==> config.mk <==
export PLATFORM = sky130hd
export DESIGN_NAME = serial_add_sub
export DESIGN_NICKNAME = d
export VERILOG_FILES = /design/src/rtl/serial_alu_pkg.sv /design/src/rtl/add_sub_slice.sv /design/src/rtl/serial_add_sub.sv
export SDC_FILE = /design/constraint.sdc
export NUM_CORES = 1
export LEC_CHECK = 0
export CORE_AREA = 2 2 118 120
export CTS_CLUSTER_DIAMETER = 40
export CTS_CLUSTER_SIZE = 40
export DETAILED_ROUTE_END_ITERATION = 8
export DIE_AREA = 0 0 120 122
export MAX_ROUTING_LAYER = met4
export PLACE_DENSITY = 0.8
export SYNTH_ARGS = -nofsm -noshare
export SYNTH_HDL_FRONTEND = slang
export SYNTH_HIERARCHICAL = 1
export SYNTH_SLANG_ARGS = --single-unit
export TNS_END_PERCENT = 50
==> constraint.sdc <==
create_clock -name clk -period 2.06 [get_ports clk]
set_clock_uncertainty 0.05 [all_clocks]
set_input_delay 0.412 -clock clk [delete_from_list [all_inputs] [get_ports clk]]
set_output_delay 0.412 -clock clk [all_outputs]
set_load 0.02 [all_outputs]
==> src/rtl/serial_alu_pkg.sv <==
// Shared definitions for the serial add/subtract unit.
//   OP_ADD / OP_SUB : operation select encoding on the op input.
//   state_e         : control FSM state encoding.
//   cnt_width()     : width of the slice counter, never below one bit.
package serial_alu_pkg;

    localparam logic OP_ADD = 1'b0;
    localparam logic OP_SUB = 1'b1;

    typedef enum logic [1:0] {
        ST_IDLE = 2'd0,
        ST_RUN  = 2'd1,
        ST_DONE = 2'd2
    } state_e;

    function automatic int cnt_width(input int n);
        return (n > 1) ? $clog2(n) : 1;
    endfunction

endpackage

==> src/rtl/add_sub_slice.sv <==
// Combinational SLICE-bit ripple-carry adder built from full-adder cells.
// Ports:
//   a_i, b_i  : SLICE-bit operand slices (b_i is already inverted for subtract)
//   cin_i     : carry into bit 0 of the slice
//   sum_o     : SLICE-bit sum
//   cout_o    : carry out of the top bit of the slice
//   cmsb_o    : carry into the top bit of the slice (used for signed overflow)
module add_sub_slice #(
    parameter int SLICE = 1
) (
    input  logic [SLICE-1:0] a_i,
    input  logic [SLICE-1:0] b_i,
    input  logic             cin_i,
    output logic [SLICE-1:0] sum_o,
    output logic             cout_o,
    output logic             cmsb_o
);

    logic [SLICE:0] carry;

    assign carry[0] = cin_i;

    for (genvar gi = 0; gi < SLICE; gi++) begin : g_fa
        assign sum_o[gi]    = a_i[gi] ^ b_i[gi] ^ carry[gi];
        assign carry[gi+1]  = (a_i[gi] & b_i[gi]) | (carry[gi] & (a_i[gi] ^ b_i[gi]));
    end

    assign cout_o = carry[SLICE];
    assign cmsb_o = carry[SLICE-1];

endmodule

==> src/rtl/serial_add_sub.sv <==
// Multi-cycle adder/subtractor: processes a WIDTH-bit operand pair SLICE bits
// per clock, LSB slice first, with the inter-slice carry held in a register.
// Ports:
//   clk, reset          : clock and synchronous active-high reset
//   in_valid / in_ready : operand handshake (in_ready high only when idle)
//   a, b, op            : operands and operation (0 = add, 1 = subtract)
//   out_valid/out_ready : result handshake
//   result              : WIDTH-bit two's complement sum/difference
//   carryout            : carry out of the MSB (subtract: 1 = no borrow)
//   overflow            : signed overflow (carry into MSB ^ carry out of MSB)
//   zero                : result == 0
module serial_add_sub
    import serial_alu_pkg::*;
#(
    parameter int WIDTH = 32,
    parameter int SLICE = 1
) (
    input  logic             clk,
    input  logic             reset,
    input  logic             in_valid,
    output logic             in_ready,
    input  logic [WIDTH-1:0] a,
    input  logic [WIDTH-1:0] b,
    input  logic             op,
    output logic             out_valid,
    input  logic             out_ready,
    output logic [WIDTH-1:0] result,
    output logic             carryout,
    output logic             overflow,
    output logic             zero
);

    if ((WIDTH < 2) || (SLICE < 1) || (SLICE > WIDTH) || ((WIDTH % SLICE) != 0)) begin : g_bad_params
        $error("serial_add_sub: WIDTH must be >= 2 and SLICE must divide WIDTH");
    end

    localparam int NSLICES = WIDTH / SLICE;
    localparam int CW      = cnt_width(NSLICES);
    localparam logic [CW-1:0] LAST_SLICE = CW'(NSLICES - 1);

    state_e           state_q;
    logic             in_ready_q;
    logic             out_valid_q;
    logic [WIDTH-1:0] a_q;
    logic [WIDTH-1:0] b_q;
    logic [WIDTH-1:0] sum_q;
    logic             carry_q;
    logic [CW-1:0]    cnt_q;
    logic [WIDTH-1:0] result_q;
    logic             carryout_q;
    logic             overflow_q;
    logic             zero_q;

    logic [SLICE-1:0] slice_sum;
    logic             slice_cout;
    logic             slice_cmsb;
    logic [WIDTH-1:0] shift_d;

    add_sub_slice #(
        .SLICE (SLICE)
    ) u_slice (
        .a_i    (a_q[SLICE-1:0]),
        .b_i    (b_q[SLICE-1:0]),
        .cin_i  (carry_q),
        .sum_o  (slice_sum),
        .cout_o (slice_cout),
        .cmsb_o (slice_cmsb)
    );

    // New slice enters from the top while older bits move down; after the
    // final slice the LSB slice has arrived at bit 0. When SLICE == WIDTH the
    // right shift clears sum_q entirely, so the slice sum is the whole result.
    assign shift_d = (WIDTH'(slice_sum) << (WIDTH - SLICE)) | (sum_q >> SLICE);

    // The visible result is a separate register loaded only on the final
    // slice, so result and flags stay stable while the next operation runs.
    always_ff @(posedge clk) begin
        if (reset) begin
            state_q     <= ST_IDLE;
            in_ready_q  <= 1'b1;
            out_valid_q <= 1'b0;
            a_q         <= '0;
            b_q         <= '0;
            sum_q       <= '0;
            carry_q     <= 1'b0;
            cnt_q       <= '0;
            result_q    <= '0;
            carryout_q  <= 1'b0;
            overflow_q  <= 1'b0;
            zero_q      <= 1'b0;
        end else begin
            unique case (state_q)
                ST_IDLE: begin
                    if (in_valid) begin
                        a_q        <= a;
                        b_q        <= (op == OP_SUB) ? ~b : b;
                        // Subtract is A + ~B + 1: the +1 rides in as the initial carry.
                        carry_q    <= (op != OP_ADD);
                        cnt_q      <= '0;
                        in_ready_q <= 1'b0;
                        state_q    <= ST_RUN;
                    end
                end
                ST_RUN: begin
                    a_q     <= a_q >> SLICE;
                    b_q     <= b_q >> SLICE;
                    sum_q   <= shift_d;
                    carry_q <= slice_cout;
                    cnt_q   <= cnt_q + CW'(1);
                    if (cnt_q == LAST_SLICE) begin
                        result_q    <= shift_d;
                        carryout_q  <= slice_cout;
                        overflow_q  <= slice_cmsb ^ slice_cout;
                        zero_q      <= (shift_d == '0);
                        out_valid_q <= 1'b1;
                        state_q     <= ST_DONE;
                    end
                end
                ST_DONE: begin
                    if (out_ready) begin
                        out_valid_q <= 1'b0;
                        in_ready_q  <= 1'b1;
                        state_q     <= ST_IDLE;
                    end
                end
                default: begin
                    out_valid_q <= 1'b0;
                    in_ready_q  <= 1'b1;
                    state_q     <= ST_IDLE;
                end
            endcase
        end
    end

    assign in_ready  = in_ready_q;
    assign out_valid = out_valid_q;
    assign result    = result_q;
    assign carryout  = carryout_q;
    assign overflow  = overflow_q;
    assign zero      = zero_q;

endmodule

Word-level counts from Yosys, hierarchy flattened
Index checks and enable logic that the tools add are counted.
- add/subtract/negate cells: 1
- eq/ne operators: 6
- multiplexer cells: 19
- bitwise gates (word level): 10
- reductions and logical operators: 8
- operator list (cell ; count):
    $pmux W32 S2 ; 2
    $mux W32 ; 3
    $logic_not A32 Y1 ; 1
    $not A32 Y32 ; 1
    $or A32 B31 Y32 ; 1
    $pmux W5 S2 ; 1
    $reduce_and A3 Y1 ; 3
    $mux W2 ; 3
    $ne A2 B2 Y1 const B ; 3
    $pmux W1 S3 ; 2
    $pmux W2 S3 ; 1
    $add A5 B1 Y5 const B ; 1
    $eq A5 B5 Y1 const B ; 1
    $mux W1 ; 5
    $mux W5 ; 1
    $reduce_and A2 Y1 ; 2
    $xor A1 B1 Y1 ; 3
    $and A1 B1 Y1 ; 2
    $eq A2 B1 Y1 const B ; 1
    $eq A2 B2 Y1 const B ; 1
    $logic_not A2 Y1 ; 1
    $not A1 Y1 ; 2
    $pmux W1 S2 ; 1
    $reduce_bool A2 Y1 ; 1
    $or A1 B1 Y1 ; 1
- register bits: 141
- output and inout port bits: 37

Longest topological paths before layout
- word-level depth: 4
- mapped depth: 8
- depth with buffers taken out: 6

By module
Netlist, hierarchy kept.
- by module, submodules not included (module ; instances ; cells each ; area an instance (um2)):
    serial_add_sub ; 1 ; 740 ; 5830.6
    add_sub_slice ; 1 ; 2 ; 27.5

Least setup slack after synthesis
No wires, ideal clock.
- path type: reg-to-reg
- start: register a_q[0]
- end: register zero_q (netlist: zero)
- library setup time: 84 ps
- data arrival time: 1789 ps
- data required time: 1926 ps
- slack: 137 ps
- stages on the path, launching flop included: 6
- clock period less this slack: 1923 ps
- cells stage by stage: dfxtp_1 fa_1 nor4_1 nand4_1 or4_1 o31ai_2
- cells in the longest elaborated chain, start to end: 4
- RTL lines (element ; line ; text):
    start, declared ; serial_add_sub.sv:44 ; logic [WIDTH-1:0] a_q;
    start signal, assigned ; serial_add_sub.sv:105 ; a_q <= a_q >> SLICE;
    $xor A1 B1 Y1 (2 in series) ; add_sub_slice.sv:24 ; assign sum_o[gi] = a_i[gi] ^ b_i[gi] ^ carry[gi];
    $or A32 B31 Y32 ; serial_add_sub.sv:73 ; assign shift_d = (WIDTH'(slice_sum) << (WIDTH - SLICE)) | (sum_q >> SLICE);
    named net shift_d[31] ; serial_add_sub.sv:57 ; logic [WIDTH-1:0] shift_d;
    $logic_not A32 Y1 ; serial_add_sub.sv:114 ; zero_q <= (shift_d == '0);
    end signal, assigned ; serial_add_sub.sv:114 ;
    end, declared ; serial_add_sub.sv:52 ; logic zero_q;
The timed path passes the listed nets, and every way through them passes these cells.
A chain may end at the register's enable or synchronous reset.

Final worst setup path
Ends and elaborated chain as after synthesis.

==> reports/qor.yml <==
synthesis:
  seq_area_frac_synth_pct: 47.84
  synth-xor-area-share_pct: 4.934
  synth-edff-count: 0
  synthAdderAreaFrac_pct: 0.7689
  syn_inst: 742
  synthFlopType: "dfxtp_1"
  synth-simple-area-share_pct: 26.25
  synthMuxAreaShare_pct: 0.1709
  synth_area_mm2: 0.005858
  synth_cell_types: 34
  synth_seq_cells: 140
  synth_top_family_by_area: "simple AND/OR/NAND/NOR gates"
  avgSynthCellArea_um2: 7.895
  async_flop_share_pct: 0
  syn-num-nets: 814
  synth_warnings: 6
  synth_compound_area_share_pct: 14.91
placed_design:
  dp_slack_ps: -18.87
  hpwl_um: 8314
  gp_congestion: 0.7578
  portBuffers: 105
  dpl-instance-area_mm2: 0.007053
critical_path:
  worstSetupPathType: "reg -> reg"
  critPathTopFamily: "simple AND/OR/NAND/NOR gates"
  path_cells: "fa_1 > nor4_2 > nand4_1 > or4_1 > o31ai_2"
  slowest_delay_ps: 530
  crit_required_ps: 2340
  end_kind: "flop"
  slowest_stage: "fa_1"
  path_depth: 5
  crit_fanout: 3
  worstPathArrival_ps: 2240
  path_buf_inv: 0
  rr_worst_depth: 5
  crit_path_start_kind: "flop"
clock_tree:
  h-tree-depth: 4
  root_buffer: "clkbuf_16"
  numCtsBuffers: 17
  cts.sink_count: 140
  clkTransAtPathRegs_ps: 60
  tritoncts: "yes"
  cts_buffer_depth: 2
  insertion_delay_ps: 420
pwr:
  irDropWorstVdd_uv: 549.2
  power.density_mw_per_mm2: 891.0
  cellLeakagePower_nw: 2.900
finish:
  final_common_cell: "nor2_1"
  multi_input_area_mm2: 0.002778
  final_area_mm2: 0.007699
  layout-drive-gt1-share_pct: 7.314
  mostFrequentLayoutCells: "143 x nor2_1, 138 x dfxtp_1, 129 x nand2_1, 103 x clkdlybuf4s50_1, 100 x a21oi_1"
  final_core_util_pct: 57.01
  diodes: 0
  syn2layout_area_growth_pct: 31.42
  seq_area_mm2: 0.002805
  nFillCells: 1185
  final_nets: 893
detailed_routing:
  drcViolationCount: 0
  ant_nets: 0
  wl_um: 13330
  vias: 5201
  drt_iter0_drc: 576
  route.detailed.vias_per_inst: 5.129
  drt-wirelength-per-cell_um: 13.14
  first_pass_iters: 9
flow_run:
  max_cap_violations: 0
sta:
  worstMarginPinSlew_ps: 606.8
  setup-violations-final: 0
  hold_violations: 0
  rsz0062_at_grt: "false"
  finalCritPeriodShare_pct: 95.13
  fin_crit_ps: 1960
  clock.fmax_mhz: 510.3
  timing.final.ws_setup_ps: 100.2
  slew_viol_final: 0
  slew_headroom_pct: 59.55
  fin_setup_tns_ps: 0
worst_hold_path:
  hp-class: "in -> reg"
  whs_path_depth: 5
grt:
  grt_max_degree: 141
  grt_first_pass_wirelength_um: 22340
  overflow: 0
  grt.total_usage_pct: 19.13
  grt_pass1_vias: 4809
  antenna_found_initial: 0
floorplanning:
  coreArea_mm2: 0.01350
  rows: 43
  die_w_um: 120
  die_area_mm2: 0.01464
  start_util_pct: 43.38
  die_h_um: 122
  ios: 106
outcome:
  status: "complete, no violations"
## final cells by class
class	instances	area share, %
repair buffers	125	16.32
clock buffers	23	6.468
well taps	180	2.925
clock inverters	9	1.723
flip-flops and latches	140	36.44
multi-input cells	536	36.08
inverters	1	0.04876
## registers in the layout (all words and copies together), names as in the netlist
| signal | cells |
|---|---|
| cnt_q | 5 |
| overflow | 1 |
| in_ready | 1 |
| zero | 1 |
| result | 32 |
| b_q | 32 |
| carryout | 1 |
| a_q | 32 |
| sum_q | 31 |
| carry_q | 1 |
| out_valid | 1 |
| state_q | 2 |
## worst min-delay path, cell delays in order
cell     delay (ps)
buf_4           120
nor4_2           50
nand4_1          60
or4_1           110
o31ai_2          60
## through the flow
step / hold slack, ps / instances / power, mW
detailed placement: 395.8 / 981 / 3.703
global placement: 391.1 / 981 / 3.687
floorplan: 395.3 / 742 / 3.443
global route: 412.9 / 1014 / 7.125
finish: 388.6 / 1014 / 6.859
CTS: 364.1 / 1013 / 6.889
## final timing paths
path                            from  slack, ps                       to
max              a_q[0]$_SDFFE_PP0P_        100        zero$_SDFFE_PP0P_
min                            reset        390        zero$_SDFFE_PP0P_
max reg2reg      a_q[0]$_SDFFE_PP0P_        100        zero$_SDFFE_PP0P_
min reg2reg  result[29]$_SDFFE_PP0P_        400  result[29]$_SDFFE_PP0P_
## cell families after synthesis
kind of cell | Yosys count
adders and majority gates | 3
AOI/OAI and AO/OA | 139
muxes | 1
and+or+nand+nor | 360
DFF | 140
xor gates and xnor gates | 33
buffers and inverters | 66
## metal layers
metal	vias up	global-route usage [%]	part of all wire, %
li1	2645	-	-
met1	2408	24.15	47
met2	134	30.82	47
met3	14	4.167	4.3
met4	0	5.809	1.3
met5	-	-	0
## cells in the mapped netlist (3+ instances only)
master,count,area [µm²]
a21oi_1,100,500.5
nor2_1,144,540.5
nor4_1,6,37.54
clkbuf_1,34,127.6
buf_1,3,11.26
a222oi_1,31,310.3
buf_2,24,120.1
nor2b_1,34,212.7
xor2_1,32,280.3
dfxtp_1,140,2803
nor3_1,33,165.2
a22oi_1,4,30.03
nand2_1,129,484.2
## repair_timing
action,CTS,global route
buffers inserted,0,1
gates cloned,0,0
resized for setup,1,1
endpoints found under the setup margin,1,1
hold buffers,0,0
pin swaps,0,2
## report_power, final
part | total [mW] | internal (mW) | leakage (nW) | switching [mW]
Clock | 3.20 | 2.07 | 0.306 | 1.13
Combinational | 0.759 | 0.366 | 1.45 | 0.394
Sequential | 2.90 | 2.83 | 1.14 | 0.0665
Total | 6.86 | 5.27 | 2.90 | 1.59
No activity file was read; power rests on OpenSTA's default activity.
